File: src/rtl/fetch_stage.sv
// IF stage: PC register, instruction memory address and IF/ID register.
// Define FETCH_PERF_EN to add the fetch/stall/redirect perf counters.
module fetch_stage #(
    parameter logic [31:0] RESET_PC  = 32'h0000_0000,
    parameter logic [31:0] NOP_INSTR = 32'h0000_0013
) (
    input  logic        clk,
    input  logic        rst,
    input  logic        stall,
    input  logic        flush,
    input  logic        pc_src,
    input  logic [31:0] pc_target,
    output logic [31:0] imem_addr,
    input  logic [31:0] imem_instr,
    output logic [31:0] instr_d,
    output logic [31:0] pc_d,
    output logic [31:0] pc_plus4_d,
    output logic        valid_d
`ifdef FETCH_PERF_EN
    ,
    output logic [31:0] perf_fetch_cnt,
    output logic [31:0] perf_stall_cnt,
    output logic [31:0] perf_redirect_cnt
`endif
);

    logic [31:0] pc_f;
    logic [31:0] pc_plus4_f;
    logic [31:0] pc_next;
    logic        bubble;
    logic        load;

    assign pc_plus4_f = pc_f + 32'd4;
    assign imem_addr  = pc_f;
    assign bubble     = flush | pc_src;
    assign load       = !bubble && !stall;

    // A redirect beats a stall so the wrong path is never held.
    always_comb begin
        pc_next = pc_plus4_f;
        if (pc_src)
            pc_next = {pc_target[31:2], 2'b00};
        else if (stall)
            pc_next = pc_f;
    end

    always_ff @(posedge clk) begin
        if (rst)
            pc_f <= RESET_PC;
        else
            pc_f <= pc_next;
    end

    always_ff @(posedge clk) begin
        if (rst || bubble) begin
            instr_d    <= NOP_INSTR;
            pc_d       <= 32'd0;
            pc_plus4_d <= 32'd0;
            valid_d    <= 1'b0;
        end else if (load) begin
            instr_d    <= imem_instr;
            pc_d       <= pc_f;
            pc_plus4_d <= pc_plus4_f;
            valid_d    <= 1'b1;
        end
    end

`ifdef FETCH_PERF_EN
    always_ff @(posedge clk) begin
        if (rst) begin
            perf_fetch_cnt    <= 32'd0;
            perf_stall_cnt    <= 32'd0;
            perf_redirect_cnt <= 32'd0;
        end else begin
            if (load)
                perf_fetch_cnt <= perf_fetch_cnt + 32'd1;
            if (stall && !pc_src)
                perf_stall_cnt <= perf_stall_cnt + 32'd1;
            if (pc_src)
                perf_redirect_cnt <= perf_redirect_cnt + 32'd1;
        end
    end
`endif

endmodule

File: config.mk
export PLATFORM = sky130hd
export DESIGN_NAME = fetch_stage
export DESIGN_NICKNAME = d
export VERILOG_FILES = /design/src/rtl/fetch_stage.sv
export SDC_FILE = /design/constraint.sdc
export NUM_CORES = 1
export LEC_CHECK = 0
export BUFFER_PORTS_ARGS = -buffer_cell sky130_fd_sc_hd__clkbuf_2
export CORE_ASPECT_RATIO = 1.1
export CORE_MARGIN = 2
export CORE_UTILIZATION = 45
export CTS_BUF_LIST = sky130_fd_sc_hd__clkbuf_8 sky130_fd_sc_hd__clkbuf_16
export DETAILED_ROUTE_END_ITERATION = 7
export GPL_ROUTABILITY_DRIVEN = 0
export PLACE_DENSITY = 0.82
export SLEW_MARGIN = 40
export SYNTH_ARGS = -nofsm -noshare
export SYNTH_HDL_FRONTEND = slang
export SYNTH_SLANG_ARGS = --single-unit
File: constraint.sdc
create_clock -name clk -period 3 [get_ports clk]
set_clock_uncertainty 0.15 [all_clocks]
set_input_delay 0.3 -clock clk [delete_from_list [all_inputs] [get_ports clk]]
set_output_delay 0.3 -clock clk [all_outputs]
set_load 0.02 [all_outputs]
==> flow_metrics.env <==
export IMPL_root_buffer="clkbuf_16"
export IMPL_wl_um=16200
export IMPL_r2r_start="imem_addr[3]$_SDFFE_PP0P_"
export IMPL_hold_path_class="input pin to flip-flop"
export IMPL_power_density_mw_per_mm2=589
export IMPL_track_usage=0.260
export IMPL_drive_above_1_share=0.405
export IMPL_vias=5101
export IMPL_ios=198
export IMPL_post_synth_inst_count=557
export IMPL_yosysWarnings=0
export IMPL_netSwitchingFraction=0.254
export IMPL_first_pass_iters=6
export IMPL_fin_nets=803
export IMPL_p_int_uw=3060
export IMPL_highest_layer="met4"
export IMPL_min_period_ns=2.66
export IMPL_tightest_slew_ns=0.755
export IMPL_met1_length_um=6750
export IMPL_clockBufferDepth=2
export IMPL_insertion_delay_ns=0.41
export IMPL_drt_iter0_markers=469
export IMPL_synth_seq_cells=123
export IMPL_die_w_um=107
export IMPL_antennaDiodeCount=0
export IMPL_mostFrequentLayoutCells="clkbuf_2, dfxtp_1, o221a_2"
export IMPL_timing_fmax_ghz=0.376
export IMPL_finalCritPeriodShare=0.886
export IMPL_cts_sinks=123
export IMPL_startpoint_type="flip-flop"
export IMPL_cp_end_kind="flip-flop"
export IMPL_grt_pass1_vias=5035
export IMPL_setup_viol=0
export IMPL_seqPwrFrac=0.433
export IMPL_vias_per_cell=5.71
export IMPL_crit_arrival_ns=2.83
export IMPL_cts_clk_slew_worst_paths_ns=0.05
export IMPL_status="complete, no violations"
export IMPL_ir_worst_vdd_uv=333
export IMPL_dp_hpwl_um=10900
export IMPL_max_slew_margin=0.492
export IMPL_fp_row_count=41
export IMPL_dpl_instance_area_mm2=0.00625
export IMPL_final_area_mm2=0.00696
export IMPL_pwr_share_comb=0.108
export IMPL_startpoint="imem_addr[3]$_SDFFE_PP0P_"
export IMPL_hold_start="pc_target[13]"
export IMPL_cts_setup_buffers=0
export IMPL_rsz0062_at_grt="no"
export IMPL_synth_seq_area_share=0.469
export IMPL_maxSlewViolCount=0
export IMPL_post_place_ws_ns=0.400
export IMPL_synthesis_area_mm2=0.00525
export IMPL_wl_met2_um=7750
export IMPL_die_area_mm2=0.0126
export IMPL_wl_per_cell_um=18.1
export IMPL_p_leak_uw=0.00298
export IMPL_area_growth_pct=32.6
export IMPL_grt_pass1_wl_um=26000
export IMPL_ys_types=39
export IMPL_cap_violations=0
export IMPL_tns_ns=0
export IMPL_hold_viol=0
export IMPL_core_area_mm2=0.0114
export IMPL_switching_power_uw=1040
export IMPL_grt_antenna_before_repair=0
export IMPL_grt_max_degree=61
export IMPL_critical_path_required_ns=3.17
export IMPL_pwr_share_clk=0.459
export IMPL_tritoncts="done"
export IMPL_fin_ws_ns=0.342
export IMPL_path_class="flip-flop to flip-flop"
export IMPL_die_h_um=117
export IMPL_drc=0
export IMPL_numCtsBuffers=17
export IMPL_portBuffers=189
export IMPL_layout_commonest_cell="clkbuf_2"
export IMPL_wl_met3_um=1290
export IMPL_start_util=0.459
export IMPL_ant_nets=0
export IMPL_critPathMaxFanout=6
export IMPL_overflow=0
export IMPL_syn_avg_cell_area_um2=9.43
export IMPL_ctsHtreeMaxLevel=4
[worst max-delay path, cell delays in order (launching register included)]
cell	delay [ns]
dfxtp_1	0.44
ha_1	0.29
nand4_1	0.21
or2_2	0.37
or4_4	0.55
or3_1	0.32
a311oi_1	0.24
[logic make-up (layout without fill, tap and decap cells)]
group / after synthesis / in the layout / share of synthesized area
compound gates: 151 / 151 / 0.228
simple gates: 147 / 147 / 0.141
flops: 123 / 123 / 0.469
buf+inv: 76 / 258 / 0.0610
xor+xnor: 51 / 51 / 0.0851
mux: 7 / 7 / 0.0133
fa+ha+maj: 1 / 1 / 0.00238
other cells: 1 / 6 / 0.000714
[registers in the layout (all words and copies together) (netlist names)]
register    flops
valid_d         1
pc_plus4_d     30
instr_d        32
imem_addr      30
pc_d           30
[power groups by stage]
stage	Clock, uW	Combinational, uW	Sequential (uW)
final	1890	442	1780
after detailed placement	0	420	1810
after floorplan	0	218	1850
after CTS	1910	441	1770
after global routing	1990	478	1780
after global placement	0	410	1800
[timing repair]
item,4_1_cts,5_1_grt
hold endpoints to repair,17,0
hold buffers,17,0
gates resized for setup,0,0
[final timing paths]
kind                                endpoint  slack (ns)  cells after the start
setup / recovery  imem_addr[28]$_SDFFE_PP0P_        0.34                      6
hold / removal    imem_addr[13]$_SDFFE_PP0P_       0.005                      3
setup reg to reg  imem_addr[28]$_SDFFE_PP0P_        0.34                      6
hold reg to reg         valid_d$_SDFFE_PP0P_        0.34                      2
[through the flow]
step / power (uW) / util / hold slack (ns) / cells
3_5_place_dp: 2230 / 0.547 / 0.318 / 847
2_1_floorplan: 2060 / - / 0.275 / 562
3_3_place_gp: 2210 / 0.546 / 0.306 / 847
5_1_grt: 4250 / 0.609 / 0.00532 / 894
4_1_cts: 4120 / 0.609 / 0.00207 / 894
6_report: 4100 / 0.609 / 0.00451 / 894
[synthesized netlist by cell type, drive strengths merged]
cell type / count / area share
dfxtp: 123 / 0.47
o221a: 60 / 0.13
clkbuf: 53 / 0.038
nor2: 49 / 0.035
a21oi: 36 / 0.034
xnor2: 33 / 0.055
o21ai: 29 / 0.028
nand2: 27 / 0.019
xor2: 18 / 0.030
buf: 17 / 0.018
a211oi: 16 / 0.023
nand4: 15 / 0.021
nor3: 13 / 0.012
nand3: 11 / 0.010
nor4: 8 / 0.0095
mux2i: 7 / 0.013
or3: 7 / 0.0083
inv: 6 / 0.0043
and3: 3 / 0.0036
nor4b: 3 / 0.0050
o21bai: 3 / 0.0043
or2: 3 / 0.0036
a31oi: 2 / 0.0024
nor2b: 2 / 0.0024
nor3b: 2 / 0.0029
o21a: 2 / 0.0029
or4: 2 / 0.0036
a311oi: 1 / 0.0017
and4: 1 / 0.0017
conb: 1 / 0.00071
ha: 1 / 0.0024
nand4bb: 1 / 0.0021
o221ai: 1 / 0.0017
o2bb2ai: 1 / 0.0017
[cell type report]
class                           count  area [um2]
Multi-Input combinational cell    363        2500
Sequential cell                   123        2460
Timing Repair Buffer              222        1250
Clock buffer                       17         425
Inverter                            6        22.5
Fill cell                         965        4480
Clock inverter                     13         114
Tap cell                          150         188
[metal layers]
layer,global-route usage,up-vias
met5,0,-
met4,0.106,0
met3,0.0673,35
met2,0.426,279
met1,0.324,2419
li1,-,2368
(Power assumes the default switching activity.)
